## src/rtl/udsp_frame_io.sv

```systemverilog
// Frame sequencer for the uDSP core: load input samples into data memory,
// run the core for a fixed budget, then stream the output segment back out.
module udsp_frame_io #(
  parameter int DAW         = 10,
  parameter int DWW         = 36,
  parameter int SW          = 24,
  parameter int NUM_IN      = 8,
  parameter int NUM_OUT     = 8,
  parameter int IN_BASE     = 0,
  parameter int OUT_BASE    = 128,
  parameter int PROG_CYCLES = 516
) (
  input  logic           clk,
  input  logic           reset,
  input  logic [SW-1:0]  in_data,
  input  logic           in_valid,
  output logic           in_ready,
  output logic [SW-1:0]  out_data,
  output logic           out_valid,
  input  logic           out_ready,
  output logic           dsp_start,
  output logic [DAW-1:0] io_addrW,
  output logic [DWW-1:0] io_dataW,
  output logic           io_writeEn,
  output logic [DAW-1:0] io_addrR,
  input  logic [DWW-1:0] io_dataR,
  output logic [15:0]    frame_count
);
  localparam int CW  = DAW + 1;
  localparam int RCW = $clog2(PROG_CYCLES + 1);

  typedef enum logic [1:0] {LOAD, RUN, DRAIN} state_t;

  state_t         state_q, state_d;
  logic [CW-1:0]  in_k, rd_k, out_k;
  logic [RCW-1:0] run_cnt;
  logic           load_done, first_rd, rd_pend;
  logic [DAW-1:0] addr_q, rd_addr;
  logic [SW-1:0]  out_q;
  logic           hs_in, hs_out, in_last, out_last, rd_issue;
  logic           unused_low;

  assign hs_in    = (state_q == LOAD) && in_valid && in_ready;
  assign hs_out   = (state_q == DRAIN) && out_valid && out_ready;
  assign in_last  = (in_k == CW'(NUM_IN - 1));
  assign out_last = (out_k == CW'(NUM_OUT - 1));
  // First read fires on DRAIN entry; later reads ride on each output handshake.
  assign rd_issue = (state_q == DRAIN) && (first_rd || (hs_out && !out_last));
  assign rd_addr  = DAW'(OUT_BASE) + rd_k[DAW-1:0];
  assign io_addrR = rd_issue ? rd_addr : addr_q;
  assign dsp_start = (state_q != RUN);
  // Fresh RAM data is passed through; a stalled sample is replayed from out_q.
  assign out_data = rd_pend ? io_dataR[DWW-1 -: SW] : out_q;
  assign unused_low = ^io_dataR[DWW-SW-1:0];

  always_comb begin
    state_d = state_q;
    case (state_q)
      LOAD:    if (load_done) state_d = RUN;
      RUN:     if (run_cnt == RCW'(PROG_CYCLES - 1)) state_d = DRAIN;
      DRAIN:   if (hs_out && out_last) state_d = LOAD;
      default: state_d = LOAD;
    endcase
  end

  always_ff @(posedge clk) begin
    if (reset) begin
      state_q     <= LOAD;
      in_ready    <= 1'b0;
      load_done   <= 1'b0;
      in_k        <= '0;
      io_writeEn  <= 1'b0;
      io_addrW    <= '0;
      io_dataW    <= '0;
      run_cnt     <= '0;
      first_rd    <= 1'b0;
      rd_pend     <= 1'b0;
      rd_k        <= '0;
      out_k       <= '0;
      addr_q      <= '0;
      out_q       <= '0;
      out_valid   <= 1'b0;
      frame_count <= '0;
    end else begin
      state_q   <= state_d;
      // The final write lands in an extra LOAD cycle so it commits before the core runs.
      load_done <= hs_in && in_last;
      in_ready  <= (state_d == LOAD) && !(hs_in && in_last);

      io_writeEn <= hs_in;
      if (hs_in) begin
        io_addrW <= DAW'(IN_BASE) + in_k[DAW-1:0];
        io_dataW <= {in_data, {(DWW-SW){1'b0}}};
        in_k     <= in_last ? '0 : in_k + 1'b1;
      end

      run_cnt  <= (state_q == RUN) ? run_cnt + 1'b1 : '0;
      first_rd <= (state_q == RUN) && (state_d == DRAIN);
      rd_pend  <= rd_issue;

      if (rd_issue) addr_q <= rd_addr;
      if (hs_out && out_last) rd_k <= '0;
      else if (rd_issue)      rd_k <= rd_k + 1'b1;
      if (rd_pend) out_q <= io_dataR[DWW-1 -: SW];

      out_valid <= rd_issue || (out_valid && !hs_out);
      if (hs_out) out_k <= out_last ? '0 : out_k + 1'b1;
      if (hs_out && out_last) frame_count <= frame_count + 16'd1;
    end
  end
endmodule

```

## config.mk

```make
export PLATFORM = sky130hd
export DESIGN_NAME = udsp_frame_io
export DESIGN_NICKNAME = d
export VERILOG_FILES = /design/src/rtl/udsp_frame_io.sv
export SDC_FILE = /design/constraint.sdc
export NUM_CORES = 1
export LEC_CHECK = 0
export CAP_MARGIN = 25
export CORE_ASPECT_RATIO = 0.8
export CORE_MARGIN = 2
export CORE_UTILIZATION = 40
export DETAILED_ROUTE_END_ITERATION = 12
export PLACE_DENSITY_LB_ADDON = 0.15
export REMOVE_ABC_BUFFERS = 1
export SKIP_CTS_REPAIR_TIMING = 1
export SYNTH_ARGS = -nofsm -noshare
export SYNTH_HDL_FRONTEND = slang
export SYNTH_SLANG_ARGS = --single-unit
export TNS_END_PERCENT = 30
```

## constraint.sdc

```tcl
create_clock -name clk -period 2.63 [get_ports clk]
set_clock_uncertainty 0.1 [all_clocks]
set_input_delay 0.526 -clock clk [delete_from_list [all_inputs] [get_ports clk]]
set_output_delay 0.526 -clock clk [all_outputs]
set_load 0.01 [all_outputs]
```

==> out/metrics.yaml, run 1 <==
global_routing:
  grt_pass1_vias: 5147
  grt_max_degree: 59
  grt_util_all_layers_pct: 19.9
  antenna_found_initial: 0
  overflow: 0
  grt_first_pass_wirelength_um: 24300
critical_path:
  arrival_ps: 2180
  endpoint_kind: "output pin"
  rr_worst_depth: 8
  setup.worst_path.start_class: "flip-flop"
  worstPathRequired_ps: 2000
  rr_endpoint: "frame_count[13]"
  crit_type: "flip-flop to output pin"
  critPathMaxFanout: 3
  r2r-start: "out_k[1]"
  r2r_slack_ps: 440
placed_design:
  place_hpwl_um: 10100
  dp.cells: 980
  place.gp.congestion: 0.855
  port_buffers: 139
  dp_slack_ps: -340
finish:
  antenna_cells: 0
  utilization_pct: 58.4
  nets: 892
  final_cells: 1018
  drive_gt1_share_pct: 16.5
  area_growth_syn_to_layout_pct: 44.1
timing:
  max_slew_margin_pct: 59.3
  rsz0062_at_grt: "true"
  max_freq_mhz: 356
  hold_violations: 0
  drv_slew: 0
  worst_slew_pin_slew_ps: 611
  period_needed_ps: 2810
  finalSetupViolCount: 10
  hold_slack_ps: 351
  post-route-period-util_pct: 107
  fin_ws_ps: -178
yosys:
  synth_top_family_by_area: "simple AND/OR/NAND/NOR gates"
  synth-simple-area-share_pct: 26.0
  synthArstFlopShare_pct: 0
  synthXorXnorAreaFrac_pct: 3.99
  synth_edf_count: 0
  syn_inst: 648
  synthesis.area_mm2: 0.00571
  synthTopCellsByCount: "134 x dfxtp_1, 106 x nand2_1, 74 x a21oi_1"
  avgSynthCellArea_um2: 8.81
  synth_most_common_cell: "dfxtp_1"
  synth_fa_ha_area_share_pct: 1.31
  yosys_warnings: 0
  synthMuxAreaShare_pct: 6.31
  ys.flop_type: "dfxtp_1"
  ys_top_cells_by_area: "dfxtp_1 47%, nand2_1 7.0%, a21oi_1 6.5%"
  ys_types: 49
  seq_area_frac_synth_pct: 47.0
  synth_compound_area_share_pct: 10.7
  synth_top_area_share_pct: 47.0
  synth_top_cell_by_area: "dfxtp_1"
  synth_seq_cells: 134
route:
  drc_errors: 0
  initialDrtViolationCount: 324
  wl_per_cell_um: 14.5
  wl_um: 14700
  vias: 5211
  via_per_inst: 5.12
  detail-route-antenna-nets: 0
  drt-pass1-iter-count: 6
clock_tree:
  clock-sinks: 134
  ctsLongestPathBuffers: 2
  cts_inserted_buffers: 17
  cts.htree.levels: 4
  clk_pin_slew_ps: 60
  cts_root_buf: "clkbuf_16"
  insertion_delay_ps: 410
  cts_tree: "built"
die:
  start_util_pct: 40.5
  fp.dieH_um: 111
  die_x_um: 138
  die_area_mm2: 0.0153
  pin_count: 164
  core_area_mm2: 0.0141
  num_rows: 39
min_path:
  hold_class: "flip-flop to flip-flop"
  whs_endpoint: "io_dataW[26]"
  min_path_cells: 2
  hp-start: "io_dataW[26]"
power:
  power.total_uw: 4900
  cellPowerDensity_mw_per_mm2: 595
  max-vdd-ir-drop_mv: 0.436
  p_leak_uw: 0.00308
run_status:
  violations: "negative setup slack"
  status: "complete, but fails checks"
flow_run:
  max_cap_viol_count: 0
## flip-flops by register name (all words and copies together), names as in the netlist, 2 cells and up
register     flops
io_dataW        24
out_q           24
frame_count     16
in_k            11
out_k           11
addr_q          10
io_addrW        10
rd_k            10
run_cnt         10
state_q          2
## through the flow
step | TNS, ps | instance area, um^2
after floorplan | -51130 | 5500
after global placement | -2960 | 7510
after detailed placement | -3080 | 7510
after CTS | -6020 | 8160
after global routing | -2380 | 8230
final | -1440 | 8230
## layout make-up
cell class	instances	area [um^2]
well taps	184	230
flip-flops and latches	134	2690
fillers	1226	5870
multi-input cells	472	2880
clock buffers	19	443
repair buffers	194	1790
inverters	3	11.3
clock inverters	12	201
## cell families (layout without fill, tap and decap cells)
kind of cell / after synthesis / in the layout
AOI/OAI and AO/OA: 109 / 109
adders and majority gates: 6 / 6
buffers and inverters: 53 / 228
and+or+nand+nor: 286 / 286
other: 1 / 12
xor gates and xnor gates: 26 / 26
muxes: 33 / 33
DFF: 134 / 134
## layout by cell type (no fill, tap or decap), drive strengths merged, types with 2 or more instances in the layout
cell           netlist  routed
mux2                24      24
nand3               29      29
buf                 19      61
nor3                 8       8
and2                 4       4
clkdlybuf4s50        0     128
or3                  8       8
clkinvlp             0       2
o31ai               13      13
and4b                2       2
mux2i                9       9
or4                 12      12
nand2              106     106
or4b                 2       2
conb                 1      12
clkinv               0       4
and3                 7       7
bufinv               0       5
nor2                35      35
dfxtp              134     134
nor2b               26      26
xor2                12      12
nand2b              11      11
inv                  3       4
ha                   6       6
clkbuf              31      24
a21oi               74      74
nor4b                2       2
and4                 3       3
nor4                10      10
nand4               16      16
xnor2               14      14
o21ai               16      16
## worst max-delay path, stage by stage (launching register included)
cell,delay (ps)
dfxtp_2,350
ha_4,140
or4b_4,470
o31ai_4,200
buf_4,160
buf_6,90
buf_6,100
nand3_4,80
nand2_2,70
buf_6,100
## worst max path at each step
stage,from,cells past startpoint,endpoint,slack (ps)
floorplan,in_valid,3,in_k[5],-1370
detailed placement,out_ready,7,io_addrR[4],-340
global placement,out_ready,7,io_addrR[3],-320
global route,out_k[1],8,io_addrR[6],-270
CTS,out_k[1],7,io_addrR[9],-630
finish,out_k[1],9,io_addrR[0],-180
## routing by layer
layer	up-vias	global-route usage, %	wire, um
met5	-	0	0
met4	0	9.21	372
met3	29	5.35	773
met1	2461	24.6	6450
met2	135	31.9	7120
li1	2586	-	-
## report_power, final
| part | internal (uW) | leakage (uW) | switching (uW) |
|---|---|---|---|
| combinational | 122 | 0.00169 | 104 |
| clock | 1700 | 0.000309 | 904 |
| sequential | 2050 | 0.00108 | 12.2 |
(Power assumes the default switching activity.)
==> run 2: changes to the inputs <==
--- a/config.mk
+++ b/config.mk
@@ -12,6 +12,7 @@
 export DETAILED_ROUTE_END_ITERATION = 12
 export PLACE_DENSITY_LB_ADDON = 0.15
 export REMOVE_ABC_BUFFERS = 1
+export SETUP_SLACK_MARGIN = 0.3
 export SKIP_CTS_REPAIR_TIMING = 1
 export SYNTH_ARGS = -nofsm -noshare
 export SYNTH_HDL_FRONTEND = slang
==> run 2 against run 1 <==
  * The run still ends with negative setup slack left
  * Die area is the same
  * Non-clock buffer count unchanged
  * Design area is 0.91% higher
  * Global-route usage unchanged
  * Largest cell class unchanged
  * Largest power group unchanged
  * Highest routed layer unchanged
==> out/metrics.yaml, run 2 (synthesized netlist as in run 1, its figures left out) <==
route:
  detail-route-antenna-nets: 0  # unchanged
  wl_um: 14900  # +0.96%
  drc_errors: 0  # unchanged
  vias: 5244  # +0.63%
  drt-pass1-iter-count: 5  # -1
  via_per_inst: 5.15  # +0.63%
  wl_per_cell_um: 14.6  # +0.96%
  initialDrtViolationCount: 299  # -7.7%
die:
  pin_count: 164  # unchanged
  start_util_pct: 40.5  # unchanged
  die_area_mm2: 0.0153  # unchanged
  fp.dieH_um: 111  # unchanged
  num_rows: 39  # unchanged
  core_area_mm2: 0.0141  # unchanged
  die_x_um: 138  # unchanged
finish:
  seq_area_mm2: 0.00269  # about the same
  antenna_cells: 0  # unchanged
  multi_input_area_mm2: 0.00288  # about the same
  area_growth_syn_to_layout_pct: 45.4
  n_fill_cell: 1216  # -0.82%
  final_common_cell: "dfxtp_1"
  drive_gt1_share_pct: 16.8  # +0.24 points
  utilization_pct: 58.9  # +0.53 points
  final_cells: 1018  # unchanged
  layout_common_cells: "131 x dfxtp_1, 105 x nand2_1, 104 x clkdlybuf4s50_1"
  nets: 892  # unchanged
  largestRegisters: "io_dataW: 24 flops, out_q: 24 flops, frame_count: 16 flops"
clock_tree:
  clk_pin_slew_ps: 60  # about the same
  cts.htree.levels: 4  # unchanged
  cts_tree: "built"
  cts_root_buf: "clkbuf_16"
  cts_inserted_buffers: 17  # unchanged
  insertion_delay_ps: 410  # about the same
  clock-sinks: 134  # unchanged
  ctsLongestPathBuffers: 2  # unchanged
critical_path:
  crit_type: "flip-flop to output pin"
  arrival_ps: 2180  # about the same
  critPathMaxFanout: 3  # unchanged
  endpoint_kind: "output pin"
  rr_worst_depth: 8  # unchanged
  worstPathRequired_ps: 2000  # about the same
  setup.worst_path.start_class: "flip-flop"
timing:
  max_freq_mhz: 356  # about the same
  rsz0062_at_grt: "true"
  hold_violations: 0  # unchanged
  hold_slack_ps: 352  # +0.997 ps
  post-route-period-util_pct: 107  # about the same
  period_needed_ps: 2810  # -2.20 ps
  worst_slew_pin_slew_ps: 616  # +4.95 ps
  max_slew_margin_pct: 58.9  # -0.33 points
  fin_ws_ps: -176  # +2.20 ps
  finalSetupViolCount: 10  # unchanged
  drv_slew: 0  # unchanged
placed_design:
  port_buffers: 139  # unchanged
  dp_slack_ps: -340  # unchanged
  dp.cells: 980  # unchanged
  place_hpwl_um: 10100  # unchanged
  place.gp.congestion: 0.855  # unchanged
min_path:
  hold_class: "flip-flop to flip-flop"
  min_path_cells: 2  # unchanged
power:
  cellPowerDensity_mw_per_mm2: 590  # -0.89%
  power.total_uw: 4900  # about the same
  p_leak_uw: 0.00353  # +15%
  max-vdd-ir-drop_mv: 0.433  # -0.59%
global_routing:
  antenna_found_initial: 0  # unchanged
  grt_util_all_layers_pct: 19.9  # unchanged
  grt_pass1_vias: 5147  # unchanged
  overflow: 0  # unchanged
  grt_first_pass_wirelength_um: 24300  # unchanged
  grt_max_degree: 59  # unchanged
flow_run:
  max_cap_viol_count: 0  # unchanged
run_status:
  violations: "negative setup slack"
  status: "complete, but fails checks"
==> run 2: layer usage <==
metal	routed length, um	global-route usage [%]
met1	6490	24.6
met2	7150	31.9
met3	823	5.35
met4	398	9.21
met5	0	0
==> run 2: stage by stage <==
step	instance area [um^2]	setup TNS [ps]
global placement	7510	-2960
floorplan	5500	-51130
CTS	8160	-6020
finish	8310	-1420
detailed placement	7510	-3080
global route	8310	-2380
==> run 2: power by group <==
| part | internal [uW] | switching [uW] |
|---|---|---|
| logic | 122 | 105 |
| registers | 2050 | 12.2 |
| clock network | 1700 | 904 |
==> run 2: critical path, stage by stage (launching register included) <==
cell,delay (ps)
dfxtp_2,350
ha_4,140
or4b_4,470
o31ai_4,210
buf_4,160
buf_6,90
buf_6,100
nand3_4,80
nand2_2,70
buf_6,100
==> run 2: final timing paths <==
check | startpoint | slack [ps] | endpoint
max reg2reg | out_k[1] | 440 | frame_count[13]
min | io_dataW[26] | 350 | io_dataW[26]
min reg2reg | io_dataW[26] | 350 | io_dataW[26]
max | out_k[1] | -180 | io_addrR[0]
==> run 2: final cells by class <==
class | count | area share [%]
timing repair buffer | 194 | 22.4
inverter | 3 | 0.136
clock inverter | 12 | 2.43
sequential | 134 | 32.3
clock buffer | 19 | 5.33
tap | 184 | 2.77
multi-input combinational | 472 | 34.6
==> run 3: changes to the inputs <==
--- a/config.mk
+++ b/config.mk
@@ -10,6 +10,7 @@
 export CORE_MARGIN = 2
 export CORE_UTILIZATION = 40
 export DETAILED_ROUTE_END_ITERATION = 12
+export GPL_ROUTABILITY_DRIVEN = 1
 export PLACE_DENSITY_LB_ADDON = 0.15
 export REMOVE_ABC_BUFFERS = 1
 export SETUP_SLACK_MARGIN = 0.3
==> results of run 3 <==
Final layout, timing and power as in run 2 (identical DEF).
